**src/rtl/mic1_io_bridge.sv**
```systemverilog
// Memory-mapped byte I/O bridge between the mic1 data port and main_memory: RX/TX FIFOs,
// status register and sticky flags. Define MIC1_IO_LOOPBACK_EN to build the TX->RX loopback bit.
module mic1_io_bridge #(
  parameter logic [31:0] DATA_ADDR = 32'hFFFF_FFFD,
  parameter logic [31:0] STAT_ADDR = 32'hFFFF_FFFC,
  parameter int          DATA_W    = 8,
  parameter int          RX_DEPTH  = 16,
  parameter int          TX_DEPTH  = 16
) (
  input  logic              clk,
  input  logic              reset,
  input  logic              cpu_read,
  input  logic              cpu_write,
  input  logic [31:0]       cpu_addr,
  input  logic [31:0]       cpu_wdata,
  output logic [31:0]       cpu_rdata,
  output logic              mem_read,
  output logic              mem_write,
  input  logic [31:0]       mem_rdata,
  input  logic [DATA_W-1:0] rx_data,
  input  logic              rx_valid,
  output logic              rx_ready,
  output logic [DATA_W-1:0] tx_data,
  output logic              tx_valid,
  input  logic              tx_ready
);

  localparam int RX_AW = $clog2(RX_DEPTH);
  localparam int TX_AW = $clog2(TX_DEPTH);

  logic              hit_d, hit_s, hit;
  logic              data_rd, data_wr, stat_rd, stat_wr;
  logic [DATA_W-1:0] rx_mem [RX_DEPTH];
  logic [DATA_W-1:0] tx_mem [TX_DEPTH];
  logic [RX_AW-1:0]  rx_wptr, rx_rptr;
  logic [TX_AW-1:0]  tx_wptr, tx_rptr;
  logic [RX_AW:0]    rx_count;
  logic [TX_AW:0]    tx_count;
  logic              rx_empty, rx_full, tx_empty, tx_full;
  logic              rx_push, rx_pop, tx_push, tx_pop;
  logic [DATA_W-1:0] rx_push_data;
  logic              tx_ovf, rd_underflow, loopback, lb_move;
  logic              sel_io;
  logic [31:0]       io_q, io_d, status;
  logic              unused_wdata;

  function automatic logic [7:0] sat8(input logic [31:0] v);
    return (v > 32'd255) ? 8'hFF : v[7:0];
  endfunction

  assign hit_d     = (cpu_addr == DATA_ADDR);
  assign hit_s     = (cpu_addr == STAT_ADDR);
  assign hit       = hit_d | hit_s;
  assign mem_read  = cpu_read & ~hit;
  assign mem_write = cpu_write & ~hit;
  assign data_rd   = cpu_read & hit_d;
  assign data_wr   = cpu_write & hit_d;
  assign stat_rd   = cpu_read & hit_s;
  assign stat_wr   = cpu_write & hit_s;
  assign unused_wdata = ^cpu_wdata;

  assign rx_empty = (rx_count == '0);
  assign rx_full  = (rx_count == (RX_AW+1)'(RX_DEPTH));
  assign tx_empty = (tx_count == '0);
  assign tx_full  = (tx_count == (TX_AW+1)'(TX_DEPTH));

`ifdef MIC1_IO_LOOPBACK_EN
  always_ff @(posedge clk) begin
    if (reset)
      loopback <= 1'b0;
    else if (stat_wr)
      loopback <= cpu_wdata[7];
  end
  assign lb_move = loopback & ~tx_empty & ~rx_full;
`else
  assign loopback = 1'b0;
  assign lb_move  = 1'b0;
`endif

  // While looping back, the external streams are fenced off entirely
  assign rx_ready     = ~reset & ~rx_full & ~loopback;
  assign tx_valid     = ~tx_empty & ~loopback;
  assign tx_data      = tx_mem[tx_rptr];
  assign rx_push      = (rx_valid & rx_ready) | lb_move;
  assign rx_push_data = loopback ? tx_mem[tx_rptr] : rx_data;
  assign rx_pop       = data_rd & ~rx_empty;
  assign tx_push      = data_wr & ~tx_full;
  assign tx_pop       = (tx_valid & tx_ready) | lb_move;

  always_comb begin
    status        = '0;
    status[0]     = ~rx_empty;
    status[1]     = tx_full;
    status[2]     = tx_ovf;
    status[3]     = rd_underflow;
    status[7]     = loopback;
    status[15:8]  = sat8(32'(rx_count));
    status[23:16] = sat8(32'(tx_count));
  end

  always_comb begin
    io_d = '0;
    if (stat_rd)
      io_d = status;
    else if (rx_pop)
      io_d = 32'(rx_mem[rx_rptr]);
  end

  always_ff @(posedge clk) begin
    if (!reset && rx_push)
      rx_mem[rx_wptr] <= rx_push_data;
    if (!reset && tx_push)
      tx_mem[tx_wptr] <= cpu_wdata[DATA_W-1:0];
  end

  always_ff @(posedge clk) begin
    if (reset) begin
      rx_wptr  <= '0;
      rx_rptr  <= '0;
      rx_count <= '0;
    end else begin
      if (rx_push)
        rx_wptr <= rx_wptr + RX_AW'(1);
      if (rx_pop)
        rx_rptr <= rx_rptr + RX_AW'(1);
      if (rx_push && !rx_pop)
        rx_count <= rx_count + (RX_AW+1)'(1);
      else if (rx_pop && !rx_push)
        rx_count <= rx_count - (RX_AW+1)'(1);
    end
  end

  always_ff @(posedge clk) begin
    if (reset) begin
      tx_wptr  <= '0;
      tx_rptr  <= '0;
      tx_count <= '0;
    end else begin
      if (tx_push)
        tx_wptr <= tx_wptr + TX_AW'(1);
      if (tx_pop)
        tx_rptr <= tx_rptr + TX_AW'(1);
      if (tx_push && !tx_pop)
        tx_count <= tx_count + (TX_AW+1)'(1);
      else if (tx_pop && !tx_push)
        tx_count <= tx_count - (TX_AW+1)'(1);
    end
  end

  // Sticky flags: a set in the same cycle as a write-1-to-clear wins
  always_ff @(posedge clk) begin
    if (reset) begin
      tx_ovf       <= 1'b0;
      rd_underflow <= 1'b0;
      sel_io       <= 1'b0;
      io_q         <= '0;
    end else begin
      if (data_wr && tx_full)
        tx_ovf <= 1'b1;
      else if (stat_wr && cpu_wdata[2])
        tx_ovf <= 1'b0;
      if (data_rd && rx_empty)
        rd_underflow <= 1'b1;
      else if (stat_wr && cpu_wdata[3])
        rd_underflow <= 1'b0;
      sel_io <= cpu_read & hit;
      if (cpu_read && hit)
        io_q <= io_d;
    end
  end

  assign cpu_rdata = sel_io ? io_q : mem_rdata;

endmodule

```
**config.mk**
```make
export PLATFORM = sky130hd
export DESIGN_NAME = mic1_io_bridge
export DESIGN_NICKNAME = d
export VERILOG_FILES = /design/src/rtl/mic1_io_bridge.sv
export SDC_FILE = /design/constraint.sdc
export NUM_CORES = 1
export LEC_CHECK = 0
export ABC_AREA = 1
export BUFFER_PORTS_ARGS = -buffer_cell sky130_fd_sc_hd__buf_4
export CAP_MARGIN = 20
export CORE_AREA = 8 8 133 228
export CTS_BUF_LIST = sky130_fd_sc_hd__clkbuf_8
export DETAILED_ROUTE_END_ITERATION = 16
export DIE_AREA = 0 0 141 236
export MAX_ROUTING_LAYER = met4
export PLACE_DENSITY = 0.79
export SYNTH_ARGS = -nofsm -noshare
export SYNTH_HDL_FRONTEND = slang
export SYNTH_SLANG_ARGS = --single-unit
```
**constraint.sdc**
```tcl
create_clock -name clk -period 4.2 [get_ports clk]
set_input_delay 0 -clock clk [delete_from_list [all_inputs] [get_ports clk]]
set_output_delay 0 -clock clk [all_outputs]
set_load 0.01 [all_outputs]
```
; ---- After elaboration in Yosys (flattened, before gate mapping)
; Memories as Yosys holds them, arrays and structs flattened. A register that Yosys moved wholly into a read port is not among the register bits.
; Cells that the tools add are included.
[classes]
n_addsub = 8
eq_ne = 4
n_mux = 19
n_bitwise = 19
reduce_logical = 22
[ops]
columns = operator, n
row1 = $eq 32x32->1 const B, 2
row2 = $mux 32, 1
row3 = $mux 21, 1
row4 = $mux 5, 4
row5 = $add 4x1->4 const B, 4
row6 = $mux 4, 4
row7 = $and 1x1->1, 12
row8 = $logic_and 1x1->1, 11
row9 = $add 5x1->5 const B, 2
row10 = $eq 5x5->1 const B, 2
row11 = $logic_not 5->1, 2
row12 = $sub 5x1->5 const B, 2
row13 = $mux 1, 8
row14 = $mux 8, 1
row15 = $reduce_bool 2->1, 4
row16 = $not 1->1, 6
row17 = $logic_not 1->1, 5
row18 = $or 1x1->1, 1
[word_totals]
reg_bits = 61
ram_bits = 256
output_inout_bits = 44
elab_cells = 84
memories = 2
[mem_list]
columns = memory, depth, word_bits, rd, rd_clocked_by_memory_dff, write_ports, line
row1 = rx_mem, 16, 8, 1, 1, 1, 33  ; logic [DATA_W-1:0] rx_mem [RX_DEPTH];
row2 = tx_mem, 16, 8, 1, 1, 1, 34  ; logic [DATA_W-1:0] tx_mem [TX_DEPTH];

; ---- Logic depth before layout (Yosys ltp)
[depth]
depth_word = 8
depth_mapped = 16
mapped_depth_nobuf = 16

; ---- Worst setup path after synthesis
; OpenSTA, ideal clock, no wires.
[synth_timing]
kind = reg2reg
start = reg tx_count[1]
end = reg tx_count[3]
setup_ns = 0.117
arrival_ns = 2.018
setup_slack_ns = 2.065
stages_incl_launch_ff = 16
n_path_buf = 0
cell_sequence = dfxtp_1 inv_1 nand3_1 inv_1 nand2_1 nand4_4 inv_2 ha_1 inv_1 ha_1 a21oi_1 nand2_1 nand2_1 nand2_1 o221ai_1 inv_1
[synth_via]
elab_chain_len = 6
[synth_rtl]
columns = item, line
row1 = start: declaration, 38  ; logic [TX_AW:0] tx_count;
row2 = start signal: assignment, 144  ; tx_count <= tx_count + (TX_AW+1)'(1);
row3 = start signal: assignment, 146  ; tx_count <= tx_count - (TX_AW+1)'(1);
row4 = $eq 5x5->1 (*), 65  ; assign tx_full = (tx_count == (TX_AW+1)'(TX_DEPTH));
row5 = $not 1->1 (*), 87  ; assign tx_push = data_wr & ~tx_full;
row6 = $and 1x1->1 (*), 87
row7 = named net tx_push, 40  ; logic rx_push, rx_pop, tx_push, tx_pop;
row8 = $logic_not 1->1, 145  ; else if (tx_pop && !tx_push)
row9 = $logic_and 1x1->1, 145
row10 = $reduce_bool 2->1 (no line), -
; The timed path passes the listed nets; every way through them passes the cells marked *. The select of a mux whose other input is x is not followed.
; A chain may end at the register's enable or synchronous reset.

==> flow_metrics.py <==
metrics = {
    "status": {
        "status": "finished clean",
    },
    "power_and_ir_drop": {
        "ir_worst_vdd_mv": 0.2713,
        "p_leak_nw": 5.874,
        "p_per_area_nw_per_um2": 430.7,
    },
    "detailed_routing": {
        "drtPass1Iterations": 7,
        "routed_wl_um": 31600,
        "initialDrtViolationCount": 778,
        "drc": 0,
        "drtAntennaViolNets": 0,
        "viasPerCell": 5.297,
        "vias": 9530,
        "wl_per_cell_um": 17.57,
    },
    "synth": {
        "ys_seq_area_share_pct": 65.74,
        "syn_avg_cell_area_um2": 10.67,
        "ys_types": 33,
        "synthFlopType": "edfxtp_1",
        "ys_seq_elements": 311,
        "synth-async-reset-ratio_pct": 0,
        "syn_inst": 1253,
        "synthTopCellsByArea": "edfxtp_1 (58%), dfxtp_1 (8.2%), nand2_1 (7.2%)",
        "netlist_area_um2": 13370,
        "synth_nets": 1384,
        "netlist.area_leader.share_pct": 57.51,
        "synth_edf_count": 256,
        "synth_top_area_cell": "edfxtp_1",
        "yosysMostFrequentCell": "nand2_1",
        "ys_warn_count": 0,
        "synth_common_cells": "nand2_1 (258), edfxtp_1 (256), nor2_1 (186), nand3_1 (143), o21ai_0 (84)",
    },
    "placed_design": {
        "gp_congestion": 0.8117,
        "place_area_um2": 14570,
        "dp_hpwl_um": 21270,
        "io_buffer_count": 129,
    },
    "global_route": {
        "grt_first_pass_wirelength_um": 49760,
        "grt_overflow": 0,
        "grt_pass1_vias": 9607,
        "track_usage_pct": 19.53,
        "antenna_found_initial": 0,
        "grt_max_degree": 65,
    },
    "setup_path": {
        "worstReg2RegStart": "tx_count[0]",
        "critical_path_required_ns": 4.20,
        "ff2ff_setup_slack_ns": 1.64,
        "path_max_fanout": 19,
        "start_kind": "flip-flop",
        "critPathKind": "reg -> out",
        "ff2ff_path_depth": 14,
        "critPathCaptureType": "output pin",
        "r2r_end": "tx_count[4]",
        "arrival_ns": 2.57,
    },
    "cells_and_area": {
        "fill_cells": 2189,
        "finish.instance_area_um2": 15660,
        "insertedDiodeCount": 0,
        "syn2layout_area_growth_pct": 17.14,
        "drive_gt1_share_pct": 16.57,
        "layout.nets": 1531,
        "multi_input_area_um2": 4090,
        "regArea_um2": 8791,
    },
    "min_path": {
        "hold_end": "sel_io",
        "whs_path_depth": 7,
        "worstHoldPathType": "in -> reg",
        "min_from": "cpu_addr[22]",
    },
    "clock_tree": {
        "cts_max_level": 2,
        "clk_path_buf_depth": 3,
        "clk_latency_ns": 0.55,
        "clkSinkCount": 311,
        "cts_tree": "built",
        "path_clk_slew_ns": 0.06,
        "root_buffer": "clkbuf_8",
        "numCtsBuffers": 44,
    },
    "timing": {
        "slew_viol_final": 0,
        "fmax_mhz": 388.8,
        "clock_skew_ns": 0.01072,
        "slew_headroom_pct": 26.76,
        "fin_setup_tns_ns": 0,
        "tightest_slew_ns": 1.099,
        "grt_setup_unrepaired": "no",
        "period_share_pct": 61.23,
        "finalHoldViolCount": 0,
        "setup_violations": 0,
        "layout_min_cycle_time_ns": 2.572,
    },
    "floorplanning": {
        "die_height_um": 236,
        "initial_core_util_pct": 49.28,
        "coreArea_um2": 27130,
        "die_area_um2": 33280,
        "core.rowCount": 80,
        "ios": 154,
        "die-width_um": 141,
    },
    "run": {
        "drv_cap": 0,
    },
}
==> worst max path at each step <==
stage                      startpoint     endpoint  slack, ns  cells past startpoint
final                       flip-flop   tx_data[3]       1.63                      5
after global routing      tx_count[0]  tx_count[4]       1.36                     14
after CTS                 tx_count[0]  tx_count[4]       1.59                     14
after detailed placement  tx_count[0]  tx_count[4]       1.63                     14
after global placement    tx_count[0]  tx_count[4]       1.71                     14
after floorplan           tx_count[1]  tx_count[3]       2.07                     15
==> critical path, stage by stage (launching register included) <==
cell      delay, ns
dfxtp_1        0.85
inv_1          0.53
o211ai_1       0.27
nand3_1        0.15
nand2_1        0.09
buf_4          0.11
==> flip-flops by register name, summed over array words and instances (netlist names), named ones only <==
name / flops
rd_underflow: 1
io_q: 18
tx_ovf: 1
tx_rptr: 4
rx_wptr: 4
tx_wptr: 4
rx_mem: 128
tx_count: 5
rx_count: 5
sel_io: 1
rx_rptr: 4
tx_mem: 128
==> logic make-up after synthesis <==
logic type               count (synthesis)  share of synthesized area, %
AND/OR/NAND/NOR                        617                         19.76
XOR/XNOR                                11                        0.7207
AO/OA/AOI/OAI                          156                         6.524
buffers and inverters                  119                         3.660
multiplexers                            18                         1.516
flip-flops                             311                         65.74
adder cells (fa/ha/maj)                 21                         2.078
==> cell type report <==
type                       count  share of cell area, %
inverter                      59                  1.414
timing repair buffer         161                  8.390
tap                          369                  2.948
multi-input combinational    823                  26.12
sequential                   311                  56.14
clock buffer                  45                  3.955
clock inverter                31                  1.031
==> stage by stage <==
stage / hold WS [ns] / setup WS (ns) / util [%] / total power [mW] / std cells
after detailed placement: 0.2988 / 1.632 / 53.71 / 4.640 / 1696
after global placement: 0.2940 / 1.706 / 53.71 / 4.606 / 1696
final: 0.06145 / 1.628 / 57.73 / 6.744 / 1799
after floorplan: 0.08316 / 2.065 / - / 4.240 / 1253
after CTS: 0.03824 / 1.588 / 57.48 / 6.778 / 1796
after global routing: 0.08249 / 1.359 / 57.73 / 7.066 / 1799
==> cell usage in the layout (no fill, tap or decap), types with 35 or more instances in the layout <==
cell type,synthesis,layout
a21oi_1,35,35
buf_4,0,134
clkbuf_8,0,45
dfxtp_1,55,53
edfxtp_1,256,256
inv_1,53,63
nand2_1,258,258
nand3_1,143,143
nor2_1,186,186
o21ai_0,84,84
==> report_power, final <==
part | switching, mW | internal, mW
Sequential | 0.119 | 3.38
Clock | 1.08 | 1.06
Combinational | 0.639 | 0.458
Total | 1.84 | 4.90
==> repair_timing <==
action	4_1_cts	5_1_grt
hold endpoints to repair	305	0
hold buffers	24	0
setup buffers	0	0
resized for setup	0	0
==> routing by layer <==
metal,GRT usage (%),vias to the layer above,share of wire [%]
li1,-,4628,-
met1,19.03,4491,35
met2,36.99,341,57
met3,3.014,70,5.3
met4,8.671,0,3.4
met5,-,-,0
Note: power is estimated with default switching activity, not from simulation.
